File: src/rtl/pipeline_control_if.sv
// Bundle between the ID-stage hazard sequencer and the pipeline/MULT-DIV logic it steers.
// The slave modport is the sequencer's view; master is the pipeline side.
interface pipeline_control_if #(
    parameter int unsigned CNT_W = 16
);
    logic [4:0]       RS_ID;
    logic [4:0]       RT_ID;
    logic [4:0]       RT_EX;
    logic             MemRead_EX;
    logic             MulDiv_ID;
    logic             HiLo_ID;
    logic             Jump_ID;
    logic             BranchTaken_EX;
    logic             CountClear;
    logic             PCWrite;
    logic             IFIDWrite;
    logic             IFIDFlush;
    logic             IDEXBubble;
    logic             MulDivStart;
    logic             MulDivBusy;
    logic [CNT_W-1:0] StallCount;
    logic [CNT_W-1:0] FlushCount;

    modport master (
        output RS_ID, RT_ID, RT_EX, MemRead_EX, MulDiv_ID, HiLo_ID, Jump_ID, BranchTaken_EX,
               CountClear,
        input  PCWrite, IFIDWrite, IFIDFlush, IDEXBubble, MulDivStart, MulDivBusy, StallCount,
               FlushCount
    );

    modport slave (
        input  RS_ID, RT_ID, RT_EX, MemRead_EX, MulDiv_ID, HiLo_ID, Jump_ID, BranchTaken_EX,
               CountClear,
        output PCWrite, IFIDWrite, IFIDFlush, IDEXBubble, MulDivStart, MulDivBusy, StallCount,
               FlushCount
    );
endinterface

File: src/rtl/pipeline_control.sv
// Prioritised stall/flush sequencer: load-use, MULT/DIV occupancy and control-transfer flushes,
// with saturating stall/flush counters for performance debug.
module pipeline_control #(
    parameter int unsigned MULDIV_CYCLES = 32,
    parameter int unsigned CNT_W         = 16
) (
    input logic               clk,
    input logic               reset,
    pipeline_control_if.slave ctl
);

    typedef enum logic {StIdle, StBusy} state_e;

    localparam logic [7:0] CntLoad = 8'(MULDIV_CYCLES - 1);

    state_e           state_q, state_d;
    logic [7:0]       cnt_q, cnt_d;
    logic [CNT_W-1:0] stall_cnt_q, stall_cnt_d;
    logic [CNT_W-1:0] flush_cnt_q, flush_cnt_d;

    logic loaduse, mdstall, stall, busy, start;
    logic pc_write, ifid_write, ifid_flush, idex_bubble;

    always_comb begin
        loaduse = ctl.MemRead_EX && (ctl.RT_EX != 5'd0) &&
                  ((ctl.RT_EX == ctl.RS_ID) || (ctl.RT_EX == ctl.RT_ID));
        busy    = (state_q == StBusy);
        mdstall = busy && (ctl.MulDiv_ID || ctl.HiLo_ID);
        stall   = loaduse || mdstall;
        // A load-use in the same cycle defers the start until the load has moved on.
        start   = !busy && ctl.MulDiv_ID && !ctl.BranchTaken_EX && !loaduse;
    end

    // A taken branch squashes ID, so it overrides any stall.
    always_comb begin
        pc_write    = 1'b1;
        ifid_write  = 1'b1;
        ifid_flush  = 1'b0;
        idex_bubble = 1'b0;
        if (ctl.BranchTaken_EX) begin
            ifid_flush  = 1'b1;
            idex_bubble = 1'b1;
        end else if (stall) begin
            pc_write    = 1'b0;
            ifid_write  = 1'b0;
            idex_bubble = 1'b1;
        end else if (ctl.Jump_ID) begin
            ifid_flush  = 1'b1;
        end
    end

    // The MULT/DIV is older than any branch, so BUSY is never aborted by a flush.
    always_comb begin
        state_d = state_q;
        cnt_d   = cnt_q;
        unique case (state_q)
            StIdle: begin
                if (start) begin
                    state_d = StBusy;
                    cnt_d   = CntLoad;
                end
            end
            StBusy: begin
                if (cnt_q == 8'd0) state_d = StIdle;
                else               cnt_d   = cnt_q - 8'd1;
            end
            default: state_d = StIdle;
        endcase
    end

    always_comb begin
        stall_cnt_d = stall_cnt_q;
        flush_cnt_d = flush_cnt_q;
        if (ctl.CountClear) begin
            stall_cnt_d = '0;
            flush_cnt_d = '0;
        end else begin
            if (stall && !ctl.BranchTaken_EX && !(&stall_cnt_q)) begin
                stall_cnt_d = stall_cnt_q + CNT_W'(1);
            end
            if (ifid_flush && !(&flush_cnt_q)) begin
                flush_cnt_d = flush_cnt_q + CNT_W'(1);
            end
        end
    end

    always_ff @(posedge clk or negedge reset) begin
        if (!reset) begin
            state_q     <= StIdle;
            cnt_q       <= 8'd0;
            stall_cnt_q <= '0;
            flush_cnt_q <= '0;
        end else begin
            state_q     <= state_d;
            cnt_q       <= cnt_d;
            stall_cnt_q <= stall_cnt_d;
            flush_cnt_q <= flush_cnt_d;
        end
    end

    assign ctl.PCWrite     = pc_write;
    assign ctl.IFIDWrite   = ifid_write;
    assign ctl.IFIDFlush   = ifid_flush;
    assign ctl.IDEXBubble  = idex_bubble;
    assign ctl.MulDivStart = start;
    assign ctl.MulDivBusy  = busy;
    assign ctl.StallCount  = stall_cnt_q;
    assign ctl.FlushCount  = flush_cnt_q;

endmodule

File: src/flat_wrapper.sv
// flat-port wrapper written by rule: the top's interface ports become plain ports
module pipeline_control_flat 
#(
    parameter int unsigned MULDIV_CYCLES = 32,
    parameter int unsigned CNT_W         = 16
)
  (clk, reset, ctl_RS_ID, ctl_RT_ID, ctl_RT_EX, ctl_MemRead_EX, ctl_MulDiv_ID, ctl_HiLo_ID, ctl_Jump_ID, ctl_BranchTaken_EX, ctl_CountClear, ctl_PCWrite, ctl_IFIDWrite, ctl_IFIDFlush, ctl_IDEXBubble, ctl_MulDivStart, ctl_MulDivBusy, ctl_StallCount, ctl_FlushCount);
  pipeline_control_if #(.CNT_W(CNT_W)) ctl_i ();
  input logic clk;
  input logic reset;
  input wire logic [$bits(ctl_i.RS_ID)-1:0] ctl_RS_ID;
  input wire logic [$bits(ctl_i.RT_ID)-1:0] ctl_RT_ID;
  input wire logic [$bits(ctl_i.RT_EX)-1:0] ctl_RT_EX;
  input wire logic [$bits(ctl_i.MemRead_EX)-1:0] ctl_MemRead_EX;
  input wire logic [$bits(ctl_i.MulDiv_ID)-1:0] ctl_MulDiv_ID;
  input wire logic [$bits(ctl_i.HiLo_ID)-1:0] ctl_HiLo_ID;
  input wire logic [$bits(ctl_i.Jump_ID)-1:0] ctl_Jump_ID;
  input wire logic [$bits(ctl_i.BranchTaken_EX)-1:0] ctl_BranchTaken_EX;
  input wire logic [$bits(ctl_i.CountClear)-1:0] ctl_CountClear;
  output wire logic [$bits(ctl_i.PCWrite)-1:0] ctl_PCWrite;
  output wire logic [$bits(ctl_i.IFIDWrite)-1:0] ctl_IFIDWrite;
  output wire logic [$bits(ctl_i.IFIDFlush)-1:0] ctl_IFIDFlush;
  output wire logic [$bits(ctl_i.IDEXBubble)-1:0] ctl_IDEXBubble;
  output wire logic [$bits(ctl_i.MulDivStart)-1:0] ctl_MulDivStart;
  output wire logic [$bits(ctl_i.MulDivBusy)-1:0] ctl_MulDivBusy;
  output wire logic [$bits(ctl_i.StallCount)-1:0] ctl_StallCount;
  output wire logic [$bits(ctl_i.FlushCount)-1:0] ctl_FlushCount;
  assign ctl_i.RS_ID = ctl_RS_ID;
  assign ctl_i.RT_ID = ctl_RT_ID;
  assign ctl_i.RT_EX = ctl_RT_EX;
  assign ctl_i.MemRead_EX = ctl_MemRead_EX;
  assign ctl_i.MulDiv_ID = ctl_MulDiv_ID;
  assign ctl_i.HiLo_ID = ctl_HiLo_ID;
  assign ctl_i.Jump_ID = ctl_Jump_ID;
  assign ctl_i.BranchTaken_EX = ctl_BranchTaken_EX;
  assign ctl_i.CountClear = ctl_CountClear;
  assign ctl_PCWrite = ctl_i.PCWrite;
  assign ctl_IFIDWrite = ctl_i.IFIDWrite;
  assign ctl_IFIDFlush = ctl_i.IFIDFlush;
  assign ctl_IDEXBubble = ctl_i.IDEXBubble;
  assign ctl_MulDivStart = ctl_i.MulDivStart;
  assign ctl_MulDivBusy = ctl_i.MulDivBusy;
  assign ctl_StallCount = ctl_i.StallCount;
  assign ctl_FlushCount = ctl_i.FlushCount;
  pipeline_control #(.MULDIV_CYCLES(MULDIV_CYCLES), .CNT_W(CNT_W)) u_core (.clk(clk), .reset(reset), .ctl(ctl_i));
endmodule
File: config.mk
export PLATFORM = sky130hd
export DESIGN_NAME = pipeline_control_flat
export DESIGN_NICKNAME = d
export VERILOG_FILES = /design/src/rtl/pipeline_control_if.sv /design/src/rtl/pipeline_control.sv /design/src/flat_wrapper.sv
export SDC_FILE = /design/constraint.sdc
export NUM_CORES = 1
export LEC_CHECK = 0
export ABC_AREA = 1
export BUFFER_PORTS_ARGS = -buffer_cell sky130_fd_sc_hd__buf_2
export CORE_ASPECT_RATIO = 1.75
export CORE_UTILIZATION = 51
export DETAILED_ROUTE_END_ITERATION = 8
export PLACE_DENSITY = 0.82
export SLEW_MARGIN = 20
export SYNTH_ARGS = -nofsm -noshare
export SYNTH_HDL_FRONTEND = slang
export SYNTH_SLANG_ARGS = --single-unit
File: constraint.sdc
create_clock -name clk -period 1.95 [get_ports clk]
set_input_delay 0.39 -clock clk [delete_from_list [all_inputs] [get_ports clk]]
set_output_delay 0.39 -clock clk [all_outputs]
set_load 0.05 [all_outputs]
==> impl_metrics.json, run 1 <==
{
  "status": "complete, but fails checks",
  "violations": "DRC",
  "min_period_over_period_pct": 93.39,
  "die_y_um": 99.32,
  "post-place-ws_ns": 0.08554,
  "antenna_left": 0,
  "path_class": "primary input to primary output",
  "setup_ws_ns": 0.1289,
  "cts-root-buf": "clkbuf_8",
  "syn_area_um2": 2760,
  "cp.required_ns": 1.56,
  "numCtsBuffers": 5,
  "overflow": 0,
  "fin_crit_ns": 1.821,
  "clkLatencyLatePin_ns": 0.30,
  "io_pins": 61,
  "dr.pass1.iters": 6,
  "die-area_um2": 5722,
  "layout-drive-gt1-share_pct": 23.30,
  "clk_pin_slew_ns": 0.08,
  "ys_warn_count": 0,
  "hold_class": "primary input to async pin",
  "vdd_drop_max_mv": 0.3285,
  "gp_congestion": 0.9086,
  "diodes": 0,
  "syn_area_per_cell_um2": 7.188,
  "worstPathArrival_ns": 1.43,
  "synthToLayoutAreaGrowth_pct": 21.99,
  "grt_pass1_wl_um": 11270,
  "relSlewSlack_pct": 62.26,
  "max_cap_viol_count": 0,
  "design_area_um2": 3367,
  "pwr_density_cell_nw_per_um2": 775.5,
  "grt_max_degree": 38,
  "synth_seq_cells": 41,
  "vias_per_cell": 5.386,
  "yosysTopAreaCell": "dfrtp_1",
  "clock_skew_ns": 0.006633,
  "row_count": 35,
  "finalHoldViolCount": 0,
  "syn-num-nets": 410,
  "antenna_found_initial": 0,
  "clkSinkCount": 41,
  "worstSetupEndpointType": "primary output",
  "grt_pass1_vias": 2568,
  "vias": 2747,
  "cts_tree": "done",
  "ys_types": 30,
  "cpMostUsedCell": "nand2_1",
  "hpwl_um": 4990,
  "wl_um": 6820,
  "grt.total_usage_pct": 24.97,
  "setup_viol": 0,
  "holdWs_ns": 0.05962,
  "cpLargestDelayFamily": "simple AND/OR/NAND/NOR gates",
  "critical-path-slowest-cell": "clkbuf_4",
  "slowest_delay_ns": 0.22,
  "drt_iter0_drc": 151,
  "synth_area_leaders": "dfrtp_1 (37%), nand2_1 (14%), nand3_1 (8.7%), inv_1 (6.4%), xor2_1 (5.7%)",
  "placed_cell_area_um2": 3194,
  "worstPathBufferInverterCount": 3,
  "wl_per_cell_um": 13.37,
  "final_nets": 480,
  "crit_path_cell_trace": "buf_2 > inv_1 > nand2_1 > nand2_1 > nor2_1 > nand3_1 > nand2_1 > nand2_1 > nand2_2 > nand2_1 > clkbuf_4",
  "finalMaxSlewViolations": 0,
  "design.core.area_um2": 5255,
  "critPathMaxFanout": 4,
  "portBuffers": 60,
  "die_x_um": 57.61,
  "clk_path_buf_depth": 2,
  "fin_setup_tns_ns": 0,
  "cts_max_level": 2,
  "tightestPinTransition_ns": 0.5654,
  "post-route-drc-count": 4,
  "clock.fmax_mhz": 549.1,
  "synth_seq_area_share_pct": 37.17,
  "syn-instance-count": 384,
  "cp-start-kind": "primary input",
  "start_util_pct": 52.52,
  "p_leak_uw": 0.001935,
  "synth_top_area_share_pct": 37.17,
  "power_uw": 2611
}
-- final timing paths --
check / cells past startpoint / startpoint / slack [ns] / to
worst max-delay path: 11 / ctl_RT_EX[0] / 0.13 / ctl_PCWrite
worst min-delay path: 1 / reset / 0.06 / u_core.ctl.StallCount[12]$_DFFE_PN0P_
worst max register to register: 10 / u_core.ctl.StallCount[1]$_DFFE_PN0P_ / 0.13 / u_core.ctl.StallCount[2]$_DFFE_PN0P_
worst min register to register: 2 / u_core.cnt_q[2]$_DFFE_PN0P_ / 0.49 / u_core.cnt_q[2]$_DFFE_PN0P_
max in group asynchronous: 2 / reset / 1.38 / u_core.ctl.FlushCount[0]$_DFFE_PN0P_
min in group clk: 2 / u_core.cnt_q[2]$_DFFE_PN0P_ / 0.49 / u_core.cnt_q[2]$_DFFE_PN0P_
-- sequential cells by signal, indices dropped and copies added (netlist names) --
signal	flops
u_core.cnt_q	8
u_core.ctl.FlushCount	16
u_core.ctl.MulDivBusy	1
u_core.ctl.StallCount	16
-- synth_stat cells --
master / instances
nand3b_1: 1
xor2_1: 18
nand4_1: 22
clkbuf_1: 4
nor3_4: 1
buf_6: 2
buf_4: 2
o21ai_0: 10
nor2_4: 1
nand3_2: 3
nand3_1: 48
dfrtp_1: 41
nor3b_1: 1
o21bai_1: 2
nor4_1: 4
nand2_4: 2
nor3_1: 2
nor2_1: 36
nand2_1: 106
a21oi_1: 4
inv_2: 1
nand4_4: 1
a21o_1: 2
buf_2: 3
nand2_2: 4
xnor2_1: 10
buf_1: 1
nor2_2: 2
ha_1: 3
inv_1: 47
-- where the power goes --
part	switching (uW)	total (uW)	internal [uW]	leakage, uW
combinational	594	861	267	0.00133
clock	306	723	416	0.0000574
sequential	74.3	1030	954	0.000545
-- cell type report --
| cell class | count | area [um2] |
|---|---|---|
| Fill cell | 465 | 1888 |
| Multi-Input combinational cell | 283 | 1518 |
| Sequential cell | 41 | 1032 |
| Timing Repair Buffer | 75 | 447.9 |
| Inverter | 48 | 180.2 |
| Clock buffer | 6 | 82.58 |
| Tap cell | 55 | 68.82 |
| Clock inverter | 2 | 37.54 |
-- cells by family (layout without fill, tap and decap cells) --
| logic type | Yosys count | in the layout | share of synthesized area, % |
|---|---|---|---|
| AND/OR/NAND/NOR | 234 | 234 | 39.85 |
| XOR/XNOR | 28 | 28 | 8.885 |
| AO/OA/AOI/OAI | 18 | 18 | 3.626 |
| adder cells (fa/ha/maj) | 3 | 3 | 1.360 |
| flip-flops | 41 | 41 | 37.17 |
| buffers and inverters | 60 | 131 | 9.111 |
-- worst reg2reg max path: cells and delay by family, from the launching register on --
kind            cells  cell delay [ns]
fa+ha+maj           1             0.21
simple gates        8             1.00
compound gates      1             0.08
flops               1             0.41
-- cells in the final DEF, fill, tap and decap left out, types with 4 or more instances in the layout --
| master | instances |
|---|---|
| inv_1 | 47 |
| dfrtp_2 | 5 |
| xnor2_1 | 10 |
| nor4_1 | 4 |
| buf_4 | 15 |
| nand2_1 | 105 |
| clkbuf_8 | 6 |
| dfrtp_1 | 36 |
| buf_2 | 56 |
| nand3_1 | 48 |
| o21ai_0 | 10 |
| nand2_2 | 5 |
| xor2_1 | 18 |
| a21oi_1 | 4 |
| nor2_1 | 36 |
| nand4_1 | 22 |
-- routing by layer --
layer / GRT usage (%) / routed length [um]
met1: 27.53 / 2690
met5: 0 / 0
met4: 8.443 / 134
met2: 48.03 / 3790
met3: 2.341 / 204
-- what timing repair did --
item                                    4_1_cts  5_1_grt
endpoints found under the setup margin        0       22
hold buffers                                  0        0
setup buffers                                 0        1
gates resized for setup                       0       12
-- through the flow --
| stage | util (%) | instances |
|---|---|---|
| 2_1_floorplan | - | 384 |
| 3_3_place_gp | 60.79 | 501 |
| 3_5_place_dp | 60.79 | 501 |
| 4_1_cts | 63.07 | 509 |
| 5_1_grt | 64.07 | 510 |
| 6_report | 64.07 | 510 |
(Power assumes the default switching activity.)
==> run 2: changes to the inputs <==
--- a/config.mk
+++ b/config.mk
@@ -11,6 +11,7 @@
 export CORE_UTILIZATION = 51
 export DETAILED_ROUTE_END_ITERATION = 8
 export PLACE_DENSITY = 0.82
+export REMOVE_ABC_BUFFERS = 1
 export SLEW_MARGIN = 20
 export SYNTH_ARGS = -nofsm -noshare
 export SYNTH_HDL_FRONTEND = slang
==> impl_metrics.json, run 2 (synthesis gave the netlist of run 1 again) <==
{
  "status": "complete, but fails checks",
  "cp-start-kind": "primary input",
  "grt_pass1_vias": 2570,
  "hpwl_um": 4806,
  "holdWs_ns": 0.4336,
  "violations": "DRC",
  "final_cell_mix": "nand2_1 (106), buf_2 (59), nand3_1 (48)",
  "setup_viol": 0,
  "dr.pass1.iters": 8,
  "clock.fmax_mhz": 540.7,
  "drt_iter0_drc": 150,
  "seq_area_um2": 1026,
  "final_nets": 476,
  "wl_per_cell_um": 12.88,
  "cts_max_level": 2,
  "antenna_found_initial": 0,
  "hold_class": "primary input to async pin",
  "clk_pin_slew_ns": 0.08,
  "overflow": 0,
  "synthToLayoutAreaGrowth_pct": 18.81,
  "wl_um": 6505,
  "critPathMaxFanout": 4,
  "layout-drive-gt1-share_pct": 20.44,
  "worstPathArrival_ns": 1.46,
  "cts-root-buf": "clkbuf_8",
  "die_y_um": 99.32,
  "grt_max_degree": 48,
  "gp_congestion": 0.8402,
  "row_count": 35,
  "fin_crit_ns": 1.849,
  "final_common_cell": "nand2_1",
  "worstSetupEndpointType": "primary output",
  "finalHoldViolCount": 0,
  "rsz0062_at_grt": "true",
  "vias": 2719,
  "min_period_over_period_pct": 94.84,
  "vias_per_cell": 5.384,
  "max_cap_viol_count": 0,
  "clk_path_buf_depth": 2,
  "post-route-drc-count": 4,
  "setup_ws_ns": 0.1006,
  "die-area_um2": 5722,
  "die_x_um": 57.61,
  "io_pins": 61,
  "power_uw": 2412,
  "fin_setup_tns_ns": 0,
  "tightestPinTransition_ns": 0.3514,
  "multiInputGateArea_um2": 1493,
  "portBuffers": 60,
  "start_util_pct": 52.52,
  "cp.required_ns": 1.56,
  "clock_skew_ns": 0.005067,
  "vdd_drop_max_mv": 0.6309,
  "fin_util_pct": 62.40,
  "pwr_density_cell_nw_per_um2": 735.6,
  "numCtsBuffers": 5,
  "clkLatencyLatePin_ns": 0.29,
  "relSlewSlack_pct": 76.36,
  "antenna_left": 0,
  "diodes": 0,
  "finalMaxSlewViolations": 0,
  "post-place-ws_ns": 0.05855,
  "grt.total_usage_pct": 24.37,
  "design.core.area_um2": 5255,
  "final.fill_count": 480,
  "clkSinkCount": 41,
  "grt_pass1_wl_um": 11100,
  "path_class": "primary input to primary output",
  "p_leak_uw": 0.001913,
  "cts_tree": "done"
}
[run 2: worst paths after layout]
check | endpoint | cells past startpoint | slack, ns | startpoint
setup / recovery | ctl_PCWrite | 9 | 0.10 | ctl_RT_EX[2]
hold / removal | u_core.ctl.StallCount[11]$_DFFE_PN0P_ | 2 | 0.43 | reset
setup reg to reg | u_core.ctl.FlushCount[6]$_DFFE_PN0P_ | 9 | 0.18 | u_core.ctl.FlushCount[0]$_DFFE_PN0P_
hold reg to reg | u_core.cnt_q[2]$_DFFE_PN0P_ | 2 | 0.51 | u_core.cnt_q[2]$_DFFE_PN0P_
max in group asynchronous | u_core.ctl.FlushCount[13]$_DFFE_PN0P_ | 3 | 1.09 | reset
min in group clk | u_core.cnt_q[2]$_DFFE_PN0P_ | 2 | 0.51 | u_core.cnt_q[2]$_DFFE_PN0P_
[run 2: final cells by class]
class                      count  share of cell area, %
inverter                      48                  5.494
sequential                    41                  31.29
clock buffer                   7                  2.633
tap                           55                  2.098
multi-input combinational    283                  45.52
timing repair buffer          71                  12.97
[run 2: layer usage]
layer / track usage, % / part of all wire (%)
met1: 27.43 / 40
met2: 44.90 / 55
met3: 3.901 / 3.9
met4: 8.818 / 1.7
met5: 0 / 0
[run 2: timing repair]
action	in CTS	in global routing
hold buffers	1	0
hold endpoints to repair	4	0
setup buffers	0	0
endpoints found under the setup margin	0	9
resized for setup	0	5
[run 2: stage by stage]
| stage | area, um2 | std cells |
|---|---|---|
| floorplan | 2689 | 372 |
| global placement | 3171 | 497 |
| detailed placement | 3171 | 497 |
| CTS | 3267 | 505 |
| global route | 3279 | 505 |
| finish | 3279 | 505 |
[run 2: where the power goes]
part	switching (uW)	internal, uW
combinational	577	255
clock	287	281
sequential	64.4	949
[run 2: worst max-delay path, cell delays in order]
cell,delay (ns)
buf_2,0.12
inv_1,0.07
nand4_1,0.09
o21ai_0,0.15
inv_1,0.05
nand2_1,0.11
nand2_1,0.09
nand2_1,0.11
buf_2,0.27
